`config.mk`:
```
export PLATFORM = sky130hd
export DESIGN_NAME = bcd_digit_scanner_flat
export DESIGN_NICKNAME = d
export VERILOG_FILES = /design/src/rtl/bcd_digit_scanner_if.sv /design/src/rtl/bcd_digit_scanner.sv /design/src/flat_wrapper.sv
export SDC_FILE = /design/constraint.sdc
export NUM_CORES = 1
export LEC_CHECK = 0
export ABC_AREA = 1
export CORE_MARGIN = 2
export CORE_UTILIZATION = 60
export CTS_CLUSTER_DIAMETER = 30
export DETAILED_ROUTE_END_ITERATION = 10
export PLACE_DENSITY = 0.88
export SLEW_MARGIN = 20
export SYNTH_ARGS = -nofsm -noshare
export SYNTH_HDL_FRONTEND = slang
export SYNTH_SLANG_ARGS = --single-unit
export TNS_END_PERCENT = 1
```
`constraint.sdc`:
```
create_clock -name clk -period 4.4 [get_ports clk]
set_clock_uncertainty 0.15 [all_clocks]
set_input_delay 0.88 -clock clk [delete_from_list [all_inputs] [get_ports clk]]
set_output_delay 0.88 -clock clk [all_outputs]
set_load 0.05 [all_outputs]
```
`src/rtl/bcd_digit_scanner_if.sv`:
```
// Value handshake between a producer and bcd_digit_scanner.
interface bcd_digit_scanner_if #(
  parameter int unsigned IN_W = 14
);
  logic            in_valid;
  logic            in_ready;
  logic [IN_W-1:0] in_value;

  modport master (output in_valid, output in_value, input in_ready);
  modport slave  (input in_valid, input in_value, output in_ready);
endinterface

```
`src/rtl/bcd_digit_scanner.sv`:
```
// Binary-to-BCD (sequential double-dabble) converter feeding a multiplexed digit scanner.
// Optional leading-zero blanking: define LEADING_ZERO_BLANK_EN.
module bcd_digit_scanner #(
  parameter int unsigned DIGITS      = 4,
  parameter int unsigned IN_W        = 14,
  parameter int unsigned REFRESH_DIV = 50000
) (
  input  logic                  clk,
  input  logic                  rst_n,
  bcd_digit_scanner_if.slave    in_if,
  output logic [7:0]            num,
  output logic [DIGITS-1:0]     an,
  output logic                  ovf
);

  // Decimal digits needed to hold 2^w-1.
  function automatic int unsigned f_dec_digits(input int unsigned w);
    longint unsigned v;
    int unsigned     n;
    v = (64'd1 << w) - 64'd1;
    n = 1;
    for (int i = 0; i < 20; i++) begin
      if (v >= 64'd10) begin
        v = v / 64'd10;
        n = n + 1;
      end
    end
    return n;
  endfunction

  localparam int unsigned NIB    = (f_dec_digits(IN_W) > DIGITS) ? f_dec_digits(IN_W) : DIGITS;
  localparam int unsigned BCD_W  = 4 * NIB;
  localparam int unsigned DISP_W = 4 * DIGITS;
  localparam int unsigned CNT_W  = $clog2(IN_W);
  localparam int unsigned REF_W  = $clog2(REFRESH_DIV);
  localparam int unsigned SCAN_W = $clog2(DIGITS);

  typedef enum logic [1:0] {S_IDLE, S_CONVERT, S_LOAD} state_t;

  state_t              r_state, w_state_nxt;
  logic                r_in_ready, w_in_ready_nxt;
  logic                w_accept, w_shift, w_load;
  logic [IN_W-1:0]     r_bin;
  logic [BCD_W-1:0]    r_bcd, w_bcd_adj;
  logic [CNT_W-1:0]    r_cnt;
  logic [DISP_W-1:0]   r_disp, w_disp_nxt;
  logic                r_ovf, w_ovf_nxt;
  logic [REF_W-1:0]    r_ref;
  logic [SCAN_W-1:0]   r_scan;
  logic                w_wrap;
  logic [3:0]          w_digit;
  logic                w_blank_cur;
  logic [7:0]          r_num;
  logic [DIGITS-1:0]   r_an;

  // State register
  always_ff @(posedge clk or negedge rst_n) begin
    if (!rst_n) begin
      r_state    <= S_IDLE;
      r_in_ready <= 1'b1;
    end else begin
      r_state    <= w_state_nxt;
      r_in_ready <= w_in_ready_nxt;
    end
  end

  // Next-state and control strobes
  always_comb begin
    w_state_nxt = r_state;
    w_accept    = 1'b0;
    w_shift     = 1'b0;
    w_load      = 1'b0;
    case (r_state)
      S_IDLE: begin
        if (in_if.in_valid && r_in_ready) begin
          w_accept    = 1'b1;
          w_state_nxt = S_CONVERT;
        end
      end
      S_CONVERT: begin
        w_shift = 1'b1;
        if (r_cnt == CNT_W'(IN_W - 1)) w_state_nxt = S_LOAD;
      end
      S_LOAD: begin
        w_load      = 1'b1;
        w_state_nxt = S_IDLE;
      end
      default: w_state_nxt = S_IDLE;
    endcase
    w_in_ready_nxt = (w_state_nxt == S_IDLE);
  end

  // Add-3 correction applied before each shift
  always_comb begin
    w_bcd_adj = r_bcd;
    for (int n = 0; n < int'(NIB); n++) begin
      if (r_bcd[4*n +: 4] >= 4'd5) w_bcd_adj[4*n +: 4] = r_bcd[4*n +: 4] + 4'd3;
    end
  end

  // Overflow is judged on the full accumulator, before truncation to the display width
  always_comb begin
    w_ovf_nxt  = |(r_bcd >> DISP_W);
    w_disp_nxt = w_ovf_nxt ? {DIGITS{4'h9}} : r_bcd[DISP_W-1:0];
  end

  // Conversion datapath
  always_ff @(posedge clk or negedge rst_n) begin
    if (!rst_n) begin
      r_bin <= '0;
      r_bcd <= '0;
      r_cnt <= '0;
    end else if (w_accept) begin
      r_bin <= in_if.in_value;
      r_bcd <= '0;
      r_cnt <= '0;
    end else if (w_shift) begin
      r_bcd <= {w_bcd_adj[BCD_W-2:0], r_bin[IN_W-1]};
      r_bin <= {r_bin[IN_W-2:0], 1'b0};
      r_cnt <= r_cnt + CNT_W'(1);
    end
  end

  // Display register
  always_ff @(posedge clk or negedge rst_n) begin
    if (!rst_n) begin
      r_disp <= '0;
      r_ovf  <= 1'b0;
    end else if (w_load) begin
      r_disp <= w_disp_nxt;
      r_ovf  <= w_ovf_nxt;
    end
  end

`ifdef LEADING_ZERO_BLANK_EN
  logic [DIGITS-1:0] r_blank, w_blank_nxt;
  logic              w_seen_nz;

  // Digits above the most-significant nonzero digit go dark; digit 0 always shows
  always_comb begin
    w_blank_nxt = '0;
    w_seen_nz   = 1'b0;
    for (int i = int'(DIGITS) - 1; i >= 1; i--) begin
      w_seen_nz      = w_seen_nz | (w_disp_nxt[4*i +: 4] != 4'h0);
      w_blank_nxt[i] = ~w_seen_nz;
    end
  end

  always_ff @(posedge clk or negedge rst_n) begin
    if (!rst_n)      r_blank <= '0;
    else if (w_load) r_blank <= w_blank_nxt;
  end

  assign w_blank_cur = r_blank[r_scan];
`else
  assign w_blank_cur = 1'b0;
`endif

  // Refresh timer and scan index, free-running
  assign w_wrap = (r_ref == REF_W'(REFRESH_DIV - 1));

  always_ff @(posedge clk or negedge rst_n) begin
    if (!rst_n) begin
      r_ref  <= '0;
      r_scan <= '0;
    end else begin
      r_ref <= w_wrap ? '0 : r_ref + REF_W'(1);
      if (w_wrap) r_scan <= (r_scan == SCAN_W'(DIGITS - 1)) ? '0 : r_scan + SCAN_W'(1);
    end
  end

  assign w_digit = r_disp[{r_scan, 2'b00} +: 4];

  always_ff @(posedge clk or negedge rst_n) begin
    if (!rst_n) begin
      r_num <= 8'h00;
      r_an  <= ~DIGITS'(1);
    end else if (w_blank_cur) begin
      r_num <= 8'h00;
      r_an  <= '1;
    end else begin
      r_num <= {4'h0, w_digit};
      r_an  <= ~(DIGITS'(1) << r_scan);
    end
  end

  assign in_if.in_ready = r_in_ready;
  assign num            = r_num;
  assign an             = r_an;
  assign ovf            = r_ovf;

endmodule
```
`src/flat_wrapper.sv`:
```
// flat-port wrapper written by rule: the top's interface ports become plain ports
module bcd_digit_scanner_flat 
#(
  parameter int unsigned DIGITS      = 4,
  parameter int unsigned IN_W        = 14,
  parameter int unsigned REFRESH_DIV = 50000
)
  (clk, rst_n, num, an, ovf, in_if_in_valid, in_if_in_value, in_if_in_ready);
  bcd_digit_scanner_if #(.IN_W(IN_W)) in_if_i ();
  input  logic clk;
  input  logic rst_n;
  output logic [7:0] num;
  output logic [DIGITS-1:0] an;
  output logic ovf;
  input wire logic [$bits(in_if_i.in_valid)-1:0] in_if_in_valid;
  input wire logic [$bits(in_if_i.in_value)-1:0] in_if_in_value;
  output wire logic [$bits(in_if_i.in_ready)-1:0] in_if_in_ready;
  assign in_if_i.in_valid = in_if_in_valid;
  assign in_if_i.in_value = in_if_in_value;
  assign in_if_in_ready = in_if_i.in_ready;
  bcd_digit_scanner #(.DIGITS(DIGITS), .IN_W(IN_W), .REFRESH_DIV(REFRESH_DIV)) u_core (.clk(clk), .rst_n(rst_n), .in_if(in_if_i), .num(num), .an(an), .ovf(ovf));
endmodule
```
### Word level (Yosys, flattened, before mapping)

Cells that the tools add are included.

* muxes and demuxes: 21
* add/subtract/negate cells: 8
* magnitude comparators: 5
* shifts and indexed selects: 2
* eq/ne operators: 5
* bitwise gates (word level): 1
* reduce and logical (&&, ||, !) cells: 5

Operator list (count)
* 2-to-1 mux 20 bit: 2
* 2-to-1 mux 16 bit: 2
* 2-to-1 mux 14 bit: 2
* 2-to-1 mux 4 bit: 6
* >= comparator 4 x 3 -> 1 bit, second input constant: 5
* adder 16 x 1 -> 16 bit, second input constant: 1
* adder 4 x 2 -> 4 bit, second input constant: 4
* == test 16 bit, second input constant: 1
* indexed part select 16 x 5 -> 4 bit: 1
* 2-to-1 mux 2 bit: 3
* adder 4 x 1 -> 4 bit, second input constant: 1
* == test 2 bit, second input constant: 2
* == test 4 bit, second input constant: 1
* logical NOT 2 bit: 2
* 2-to-1 mux 1 bit: 4
* NOT 4 bit: 1
* one-hot mux 2 bit (2 select lines): 1
* OR reduction 4 bit: 1
* << shifter 1 x 2 -> 4 bit, first input constant: 1
* adder 3 x 2 -> 3 bit, second input constant: 1
* 2-to-1 mux 3 bit: 1
* adder 2 x 1 -> 2 bit, second input constant: 1
* == test 2 x 1 -> 1 bit, second input constant: 1
* nonzero test 2 bit: 1
* logical AND 1 bit: 1

* bits in registers: 84
* word-level logic and storage cells: 58
* output and inout port bits: 14

### Depth between registers and ports, before layout

Gate-level depths: netlist of run 1.

* word-level depth: 4
* mapped depth: 9
* depth with buffers taken out: 9

### Worst setup path before layout of run 1

No wires, ideal clock.

* path kind: in2reg
* from: input in_if_in_valid
* to: register u_core.r_bin[6]
* path slack: 2.695 ns
* buffers on the path: 1
* arrival time: 1.417 ns
* stages on the path: 7
* required time: 4.113 ns
* cell sequence: nand2_1 inv_1 nand2_2 inv_2 buf_4 nand2_1 o221ai_1

* longest elaborated chain between the ends: 4

RTL lines
* start: declaration: line flat_wrapper.sv:15 `input wire logic [$bits(in_if_i.in_valid)-1:0] in_if_in_valid;`
* logical AND 1 bit (*): line bcd_digit_scanner.sv:75 `if (in_if.in_valid && r_in_ready) begin`
* 2-to-1 mux 1 bit (*): line bcd_digit_scanner.sv:75
* 2-to-1 mux 1 bit (*): line bcd_digit_scanner.sv:73 `case (r_state)`
* 2-to-1 mux 14 bit or nonzero test 2 bit (tied branches)
* end signal: assignment: line bcd_digit_scanner.sv:114 `r_bin <= in_if.in_value;`
* end signal: assignment: line bcd_digit_scanner.sv:119 `r_bin <= {r_bin[IN_W-2:0], 1'b0};`
* end: declaration: line bcd_digit_scanner.sv:43 `logic [IN_W-1:0] r_bin;`

Every way passes the cells marked *; elsewhere a longest branch is shown, timed or not.
A chain may end at the register's enable or synchronous reset.

### Worst setup path in the final report of run 1

* from: register u_core.r_in_ready, in the netlist u_core.in_if.in_ready
* to: output in_if_in_ready

RTL lines
* start: declaration: line bcd_digit_scanner.sv:41 `logic r_in_ready, w_in_ready_nxt;`
* start signal: assignment: line bcd_digit_scanner.sv:63 `r_in_ready <= w_in_ready_nxt;`
* end: declaration: line flat_wrapper.sv:17 `output wire logic [$bits(in_if_i.in_ready)-1:0] in_if_in_ready;`

No word-level cell between the ends.

==> results of run 1 <==
[worst min-delay path by stage]
stage / end / cells past startpoint / slack (ps) / startpoint
after floorplan: u_core.r_disp[10] / 2 / 300 / u_core.r_disp[10]
after global routing: u_core.r_ref[0] / 1 / 350 / u_core.r_ref[0]
after CTS: u_core.r_ref[0] / 1 / 340 / u_core.r_ref[0]
final: u_core.r_disp[9] / 2 / 340 / u_core.r_disp[9]
after detailed placement: u_core.r_disp[5] / 2 / 320 / u_core.r_disp[5]
after global placement: u_core.r_disp[9] / 2 / 320 / u_core.r_disp[9]
[through the flow]
| stage | hold WS (ps) | instance area [µm²] |
|---|---|---|
| final | 339 | 4640 |
| after global routing | 352 | 4640 |
| after CTS | 343 | 4630 |
| after detailed placement | 322 | 4430 |
| after global placement | 318 | 4430 |
| after floorplan | 298 | 4170 |
[placed cells by master (no fill, tap or decap), drive strengths merged, types with 2 or more instances in the layout]
master,Yosys,final
nand2,133,133
o221ai,11,11
o21ai,46,46
dfstp,4,4
inv,66,67
nor2,51,51
nand3,17,17
clkbuf,0,9
nand4,2,2
clkinvlp,0,2
a21oi,12,12
dfrtp,80,80
clkdlybuf4s50,0,25
conb,1,4
clkinv,3,6
xor2,10,10
ha,18,18
o22ai,16,16
[logic make-up after synthesis]
logic type / synth area share [%]
and+or+nand+nor: 20.1
AOI/OAI and AO/OA: 13.1
DFF: 50.6
buffers and inverters: 8.57
adders and majority gates: 5.41
xor gates and xnor gates: 2.10
other: 0.0901
[routing by layer]
layer	global-route usage (%)	wire (µm)
met5	0	0
met4	6.15	89
met3	6.54	391
met2	38.5	4030
met1	26.0	3310
[sequential cells by signal (all words and copies together), names as in the netlist, 4 cells and up]
signal / count
u_core.an: 4
u_core.num: 4
u_core.r_bcd: 20
u_core.r_bin: 14
u_core.r_cnt: 4
u_core.r_disp: 16
u_core.r_ref: 16
[power by group through the flow]
stage | Combinational, W | Sequential [W] | Clock [W]
3_5_place_dp | 0.00108 | 0.00121 | 0
3_3_place_gp | 0.00102 | 0.00120 | 0
6_report | 0.00109 | 0.00120 | 0.000543
5_1_grt | 0.00123 | 0.00123 | 0.000593
2_1_floorplan | 0.000799 | 0.00124 | 0
4_1_cts | 0.00110 | 0.00119 | 0.000558
[cell type report]
cell class | instances | area (µm²)
multi-input cells | 324 | 1710
clock inverters | 7 | 76.3
inverters | 69 | 260
flip-flops and latches | 84 | 2110
fillers | 512 | 2120
clock buffers | 9 | 124
repair buffers | 26 | 262
well taps | 80 | 100
[synthesized netlist by cell type (7+ instances only)]
cell type | number | share of area (%)
sky130_fd_sc_hd__nand2_1 | 128 | 12
sky130_fd_sc_hd__dfrtp_1 | 80 | 48
sky130_fd_sc_hd__inv_1 | 63 | 5.7
sky130_fd_sc_hd__nor2_1 | 48 | 4.3
sky130_fd_sc_hd__o21ai_0 | 41 | 4.9
sky130_fd_sc_hd__ha_1 | 18 | 5.4
sky130_fd_sc_hd__nand3_1 | 17 | 2.0
sky130_fd_sc_hd__o22ai_1 | 13 | 2.0
sky130_fd_sc_hd__a21oi_1 | 12 | 1.4
sky130_fd_sc_hd__xor2_1 | 10 | 2.1
sky130_fd_sc_hd__o221ai_1 | 7 | 1.5
==> results.rst, run 1 <==
.. list-table::
   :header-rows: 1

   * - Metric
     - Value
   * - Result of the run
     - finished clean
   * - Synth cell types
     - 31
   * - Initial core utilization
     - 61.6%
   * - Average wire per standard cell
     - 13.1 µm
   * - Total via count in the routed design
     - 3,274
   * - Maximum net fanout on the critical path
     - 2
   * - Area growth from synthesis to layout
     - 11.5%
   * - Die Outline Area
     - 0.00762 mm²
   * - Total Routed Length
     - 7830 µm
   * - Share of post-route cells with drive strength above 1
     - 7.90%
   * - Min-delay worst type
     - reg2reg
   * - Placement row count
     - 30
   * - CTS resizes
     - 0
   * - Setup crit start
     - u_core.in_if.in_ready
   * - Post-Place Worst Slack
     - 1900 ps
   * - Clock Latency Late Sink
     - 350 ps
   * - Routability congestion estimate
     - 0.892
   * - Kind of start point of the critical path
     - flop
   * - Wire length of the first global-routing pass
     - 13,200 µm
   * - Avg Vias per Cell
     - 5.47
   * - Cell Area, Synth
     - 0.00416 mm²
   * - Cell chain of the critical path
     - clkdlybuf4s50_1
   * - First-pass detailed-route iteration total
     - 4
   * - Number of ports placed on the die boundary
     - 31
   * - Worst Tran Pin Value
     - 716 ps
   * - Static leakage
     - 2.21 nW
   * - Proportion of register bits with asynchronous set or reset after synthesis
     - 100%
   * - Number of enable-type register cells in the synthesized netlist
     - 0
   * - Worst IR Drop VDD
     - 406 µV
   * - Max-cap violations
     - 0
   * - ANT cells
     - 0
   * - Num CTS Buffers
     - 9
   * - Clk pwr share
     - 19.2%
   * - Worst setup margin
     - 1670 ps
   * - Crit. path cell count
     - 1
   * - Clock tree sinks
     - 84
   * - Post-synthesis sequential element count
     - 84
   * - Min cycle time layout
     - 2730 ps
   * - Net switching fraction of the power
     - 40.9%
   * - Endpoint of the most critical register-to-register path
     - u_core.r_bin[11]
   * - Last element of the critical path
     - in_if_in_ready
   * - Final #Nets
     - 549
   * - Number of routed nets with antenna violations
     - 0
   * - Vertical die dimension
     - 87.3 µm
   * - Global-route usage over all layers
     - 21.9%
   * - Max Slew Vio Count
     - 0
   * - Power dissipated by switching net loads
     - 0.00116 W
   * - Achievable clock frequency
     - 0.366 GHz
   * - Detailed router's first-iteration violation count
     - 190
   * - Origin of the critical flop-to-flop path
     - u_core.r_state[1]
   * - Setup_tns
     - 0 ps
   * - Clock tree from TritonCTS
     - yes
   * - Total half-perimeter wirelength after legalization and detailed placement
     - 5420 µm
   * - Crit path buffers/inverters
     - 1
   * - Worst endpoint data arrival time
     - 1700 ps
   * - H-tree Lvls
     - 3
   * - Number of port buffers
     - 26
   * - Clock root buffer master
     - sky130_fd_sc_hd__clkbuf_8
   * - Final Total Pwr
     - 0.00283 W
   * - Category of cells accounting for the largest share of critical-path delay
     - buffers and inverters
   * - Maximum buffer depth of the clock tree
     - 2
   * - Non-filler cells, final
     - 599
   * - Seq/Total Area, Yosys
     - 50.6%
   * - Post-route DRC violation count
     - 0
   * - Pin count of the biggest net entering global routing
     - 85
   * - Register-to-register setup slack
     - 2500 ps
   * - Cts-stage hold buffer count
     - 0
   * - Cell count after synthesis
     - 487
   * - RSZ-0062 raised after global routing
     - false
   * - Vias in the first global route
     - 3,013
   * - Finished Core Util
     - 68.6%
   * - Slowest stage delay, CP
     - 800 ps
   * - Syn. warnings
     - 0
   * - Die width
     - 87.3 µm
   * - Core Region
     - 0.00676 mm²
   * - Relative slew margins
     - 52.3%
   * - Total congestion overflow
     - 0
   * - Most common flop cell mapped by yosys
     - sky130_fd_sc_hd__dfrtp_1
   * - # placed instances
     - 583
   * - Setup Buffers After CTS
     - 0
   * - Mean instance size in the synthesized netlist
     - 8.55 µm²
   * - Class of the most critical setup path
     - reg2out
   * - Part of the power in registers
     - 42.4%
   * - Pwr per Cell Area
     - 610 mW/mm²
   * - R2r worst-path depth
     - 6
   * - Number of endpoints with negative hold slack in the final report
     - 0
   * - Proportion of power drawn by combinational gates
     - 38.4%
   * - Crit share post-route
     - 62.1%
   * - Data required, critical path
     - 3370 ps
   * - Internal Pwr Total
     - 0.00167 W
   * - Antenna violations before repair
     - 0
   * - Clock transition at the registers of the reported paths
     - 80 ps
   * - Count of final setup violators
     - 0
   * - Critical path endpoint category
     - output pin
   * - Master of the slowest instance on the critical path
     - sky130_fd_sc_hd__clkdlybuf4s50_1
Power figures use the tool's default switching activity.
==> run 2, diff against run 1 <==
Settings changed: CORE_UTILIZATION 60 to 53, PLACE_DENSITY 0.88 to 0.83.
Clock period 4.4 ns to 2.4 ns, I/O delays scaled along.
==> results.rst, run 2 (synthesis gave the netlist of run 1 again) <==
.. list-table::
   :header-rows: 1

   * - Metric
     - Value
   * - Master of the slowest instance on the critical path
     - sky130_fd_sc_hd__clkdlybuf4s50_1
   * - Max-cap violations
     - 0
   * - Hold Crit Endpoint
     - u_core.r_ref[0]
   * - Routability congestion estimate
     - 0.889
   * - Final #Nets
     - 555
   * - Cell chain of the critical path
     - clkdlybuf4s50_1
   * - Die width
     - 92.6 µm
   * - First-pass detailed-route iteration total
     - 4
   * - Vias in the first global route
     - 3,217
   * - Min-delay worst type
     - reg2reg
   * - Global-route usage over all layers
     - 20.9%
   * - Top Registers
     - u_core.r_bcd: 20 flops, u_core.r_disp: 16 flops, u_core.r_ref: 16 flops
   * - Share of post-route cells with drive strength above 1
     - 8.76%
   * - Post-route DRC violation count
     - 0
   * - Worst IR Drop VDD
     - 714 µV
   * - Category of cells accounting for the largest share of critical-path delay
     - buffers and inverters
   * - Crit share post-route
     - 96.4%
   * - Number of endpoints with negative hold slack in the final report
     - 0
   * - Largest register FFs
     - 20
   * - Critical path endpoint category
     - output pin
   * - Crit path buffers/inverters
     - 1
   * - Clock tree sinks
     - 84
   * - Data required, critical path
     - 1770 ps
   * - R2r worst-path depth
     - 4
   * - ANT cells
     - 0
   * - Register-to-register setup slack
     - 600 ps
   * - Commonest non-fill, non-tap cell in the layout
     - sky130_fd_sc_hd__nand2_1
   * - Relative slew margins
     - 59.4%
   * - Cts-stage hold buffer count
     - 1
   * - Clock tree from TritonCTS
     - yes
   * - Max Slew Vio Count
     - 0
   * - Total half-perimeter wirelength after legalization and detailed placement
     - 5750 µm
   * - Avg Vias per Cell
     - 5.24
   * - Total congestion overflow
     - 0
   * - Setup Buffers After CTS
     - 0
   * - Area growth from synthesis to layout
     - 13.7%
   * - Min cycle time layout
     - 2310 ps
   * - Die Outline Area
     - 0.00858 mm²
   * - Number of port buffers
     - 26
   * - Clock root buffer master
     - sky130_fd_sc_hd__clkbuf_8
   * - Final Total Pwr
     - 0.00530 W
   * - H-tree Lvls
     - 3
   * - Number of ports placed on the die boundary
     - 31
   * - Maximum buffer depth of the clock tree
     - 2
   * - Worst endpoint data arrival time
     - 1680 ps
   * - Origin of the critical flop-to-flop path
     - u_core.r_state[0]
   * - Maximum net fanout on the critical path
     - 2
   * - Vertical die dimension
     - 92.6 µm
   * - Achievable clock frequency
     - 0.432 GHz
   * - Wire length of the first global-routing pass
     - 14,200 µm
   * - Core Region
     - 0.00765 mm²
   * - CTS resizes
     - 0
   * - Most used cells in the layout excluding fill and tap cells
     - sky130_fd_sc_hd__nand2_1 (128), sky130_fd_sc_hd__dfrtp_1 (80), sky130_fd_sc_hd__inv_1 (63)
   * - Pin count of the biggest net entering global routing
     - 48
   * - Worst Hold Launch
     - u_core.r_ref[0]
   * - RSZ-0062 raised after global routing
     - false
   * - Pwr per Cell Area
     - 1120 mW/mm²
   * - Kind of start point of the critical path
     - flop
   * - Worst Tran Pin Value
     - 609 ps
   * - Initial core utilization
     - 54.4%
   * - Count of final setup violators
     - 0
   * - Hold Path Cell Cnt
     - 1
   * - Static leakage
     - 2.25 nW
   * - Biggest register
     - u_core.r_bcd
   * - Class of the most critical setup path
     - reg2out
   * - Antenna violations before repair
     - 0
   * - Placement row count
     - 32
   * - Clock transition at the registers of the reported paths
     - 80 ps
   * - Clock Latency Late Sink
     - 360 ps
   * - Num CTS Buffers
     - 9
   * - Endpoint of the most critical register-to-register path
     - u_core.r_disp[9]
   * - Number of routed nets with antenna violations
     - 0
   * - Setup_tns
     - 0 ps
   * - Total Routed Length
     - 8080 µm
   * - Slowest stage delay, CP
     - 800 ps
   * - Result of the run
     - finished clean
   * - Total via count in the routed design
     - 3,286
   * - Average wire per standard cell
     - 12.9 µm
   * - Detailed router's first-iteration violation count
     - 132
==> run 2: changes by cell type in the layout (fill, tap and decap cells not counted), sizes merged <==
cell	change
clkinvlp	-1
inv	-1
clkbuf	+2
dlygate4sd3	+1
buf	+5
==> run 2: worst max-delay path by stage <==
stage | cells after the start | start | endpoint | slack, ps
floorplan | 6 | u_core.in_if.in_ready | u_core.r_bin[7] | 880
global placement | 7 | in_if_in_valid | u_core.r_bin[6] | 430
detailed placement | 7 | in_if_in_valid | u_core.r_bin[6] | 380
CTS | 1 | u_core.in_if.in_ready | in_if_in_ready | 70
global route | 1 | u_core.an[2] | an[2] | 50
finish | 1 | u_core.in_if.in_ready | in_if_in_ready | 90
==> run 2: per-stage QoR <==
stage	area, µm²	worst slack [ps]	util, %	hold slack, ps	instances
6_report	4730	86.2	61.9	342	627
4_1_cts	4730	71.0	61.9	345	627
2_1_floorplan	4170	880	-	34.4	490
5_1_grt	4730	48.5	61.9	375	627
3_3_place_gp	4510	428	59.0	316	610
3_5_place_dp	4510	375	59.0	325	610
==> run 2: area by class of cell <==
cell class                      count  area, µm²
Fill cell                         641       2910
Sequential cell                    84       2110
Multi-Input combinational cell    324       1710
Timing Repair Buffer               32        318
Inverter                           69        260
Clock buffer                       11        151
Tap cell                          102        128
Clock inverter                      5       60.1
==> run 2: metal layers <==
| layer | GRT usage (%) | wire (µm) | part of all wire, % | up-vias |
|---|---|---|---|---|
| met1 | 25.6 | 3600 | 45 | 1592 |
| li1 | - | - | - | 1620 |
| met3 | 5.86 | 319 | 3.9 | 7 |
| met4 | 5.76 | 85 | 1.1 | 0 |
| met2 | 36.4 | 4080 | 50 | 67 |
| met5 | 0 | 0 | 0 | - |
==> run 2: where the power goes <==
part	switching (W)	internal (W)
clock network	0.000512	0.000539
logic	0.00132	0.000740
registers	0.000317	0.00188
==> run 3, diff against run 2 <==
Settings changed: GPL_TIMING_DRIVEN from default to 1, PLACE_DENSITY 0.83 to 0.76.
==> results.rst, run 3 (synthesis gave the netlist of run 1 again) <==
.. list-table::
   :header-rows: 1

   * - Metric
     - Value
   * - Worst setup margin
     - 81.0 ps
   * - Clock transition at the registers of the reported paths
     - 90 ps
   * - Max-cap violations
     - 0
   * - Slowest stage delay, CP
     - 800 ps
   * - Pwr per Cell Area
     - 1130 mW/mm²
   * - Relative slew margins
     - 61.1%
   * - Pin count of the biggest net entering global routing
     - 47
   * - Number of ports placed on the die boundary
     - 31
   * - Multi-input gate area in the final layout
     - 0.00171 mm²
   * - Achievable clock frequency
     - 0.431 GHz
   * - Vertical die dimension
     - 92.6 µm
   * - Die Outline Area
     - 0.00858 mm²
   * - First-pass detailed-route iteration total
     - 5
   * - Number of port buffers
     - 26
   * - Num CTS Buffers
     - 9
   * - Min cycle time layout
     - 2320 ps
   * - Detailed router's first-iteration violation count
     - 185
   * - Clock Latency Late Sink
     - 350 ps
   * - Number of routed nets with antenna violations
     - 0
   * - Number of endpoints with negative hold slack in the final report
     - 0
   * - Routability congestion estimate
     - 0.830
   * - Largest register FFs
     - 20
   * - Average wire per standard cell
     - 12.6 µm
   * - Maximum buffer depth of the clock tree
     - 2
   * - Core Region
     - 0.00765 mm²
   * - Maximum net fanout on the critical path
     - 2
   * - Setup crit start
     - u_core.in_if.in_ready
   * - Final #Nets
     - 556
   * - Finished Core Util
     - 62.0%
   * - Number of fill cells
     - 655
   * - Die width
     - 92.6 µm
   * - Max Slew Vio Count
     - 0
   * - Initial core utilization
     - 54.4%
   * - H-tree Lvls
     - 3
   * - CTS resizes
     - 0
   * - Total Routed Length
     - 7900 µm
   * - Antenna violations before repair
     - 0
   * - Crit share post-route
     - 96.6%
   * - Area used by sequential logic in the layout
     - 0.00211 mm²
   * - Total half-perimeter wirelength after legalization and detailed placement
     - 5590 µm
   * - Global-route usage over all layers
     - 20.4%
   * - Top Registers
     - u_core.r_bcd: 20 flops, u_core.r_disp: 16 flops, u_core.r_ref: 16 flops
   * - Critical path endpoint category
     - output pin
   * - Static leakage
     - 2.25 nW
   * - Count of final setup violators
     - 0
   * - Placement row count
     - 32
   * - RSZ-0062 raised after global routing
     - false
   * - ANT cells
     - 0
   * - Category of cells accounting for the largest share of critical-path delay
     - buffers and inverters
   * - Kind of start point of the critical path
     - flop
   * - Class of the most critical setup path
     - reg2out
   * - Min-delay worst type
     - reg2reg
   * - Share of post-route cells with drive strength above 1
     - 8.94%
   * - Commonest non-fill, non-tap cell in the layout
     - sky130_fd_sc_hd__nand2_1
   * - Clock tree sinks
     - 84
   * - Worst IR Drop VDD
     - 670 µV
   * - Biggest register
     - u_core.r_bcd
   * - Result of the run
     - finished clean
   * - Data required, critical path
     - 1770 ps
   * - Most used cells in the layout excluding fill and tap cells
     - sky130_fd_sc_hd__nand2_1 (128), sky130_fd_sc_hd__dfrtp_1 (80), sky130_fd_sc_hd__inv_1 (63)
   * - Vias in the first global route
     - 3,150
   * - Origin of the critical flop-to-flop path
     - u_core.r_scan[0]
   * - Clock tree from TritonCTS
     - yes
   * - Master of the slowest instance on the critical path
     - sky130_fd_sc_hd__clkdlybuf4s50_1
   * - Post-route DRC violation count
     - 0
   * - Cell chain of the critical path
     - clkdlybuf4s50_1
   * - Total congestion overflow
     - 0
   * - Avg Vias per Cell
     - 5.11
   * - Worst Tran Pin Value
     - 583 ps
   * - Setup Buffers After CTS
     - 0
   * - Worst endpoint data arrival time
     - 1690 ps
   * - Clock root buffer master
     - sky130_fd_sc_hd__clkbuf_8
   * - Setup_tns
     - 0 ps
   * - Area growth from synthesis to layout
     - 13.9%
   * - Wire length of the first global-routing pass
     - 14,000 µm
   * - Total via count in the routed design
     - 3,212
   * - Worst Hold Launch
     - u_core.r_disp[5]
   * - Post-Place Worst Slack
     - 436 ps
   * - Crit path buffers/inverters
     - 1
-- run 3: repair_timing --
item | CTS | global route
hold endpoints to repair | 39 | 0
setup endpoints to repair | 0 | 0
hold buffers | 1 | 0
-- run 3: path summary, 6_finish.rpt --
kind / to / slack (ps) / cells past startpoint
min reg2reg: u_core.r_disp[5] / 340 / 2
max: in_if_in_ready / 80 / 1
min: u_core.r_disp[5] / 340 / 2
max reg2reg: u_core.r_scan[1] / 700 / 4
max in group asynchronous: u_core.r_bcd[15] / 890 / 3
min in group asynchronous: u_core.r_ref[11] / 520 / 2
-- run 3: layer usage --
metal	wire length (µm)	global-route usage (%)	vias up
met4	149	8.46	0
met5	0	0	-
met1	3710	26.4	1510
met2	3760	34.6	70
met3	277	2.93	12
li1	-	-	1620
-- run 3: report_power, final --
group          internal (W)  switching, W
Sequential          0.00187      0.000320
Clock              0.000590      0.000521
Combinational      0.000730       0.00130
-- run 3: cell type report --
cell class / instances / area share [%]
clock buffers: 9 / 2.61
well taps: 102 / 2.69
inverters: 69 / 5.49
multi-input cells: 324 / 36.1
flip-flops and latches: 84 / 44.4
repair buffers: 33 / 6.60
clock inverters: 7 / 2.11
-- run 3: per-stage QoR --
step | std cells | hold slack, ps | instance area (µm²) | total power, W
after floorplan | 490 | 34.4 | 4170 | 0.00374
after global placement | 611 | 315 | 4510 | 0.00413
after detailed placement | 611 | 320 | 4510 | 0.00424
after CTS | 628 | 339 | 4740 | 0.00537
after global routing | 628 | 375 | 4740 | 0.00576
final | 628 | 335 | 4740 | 0.00534
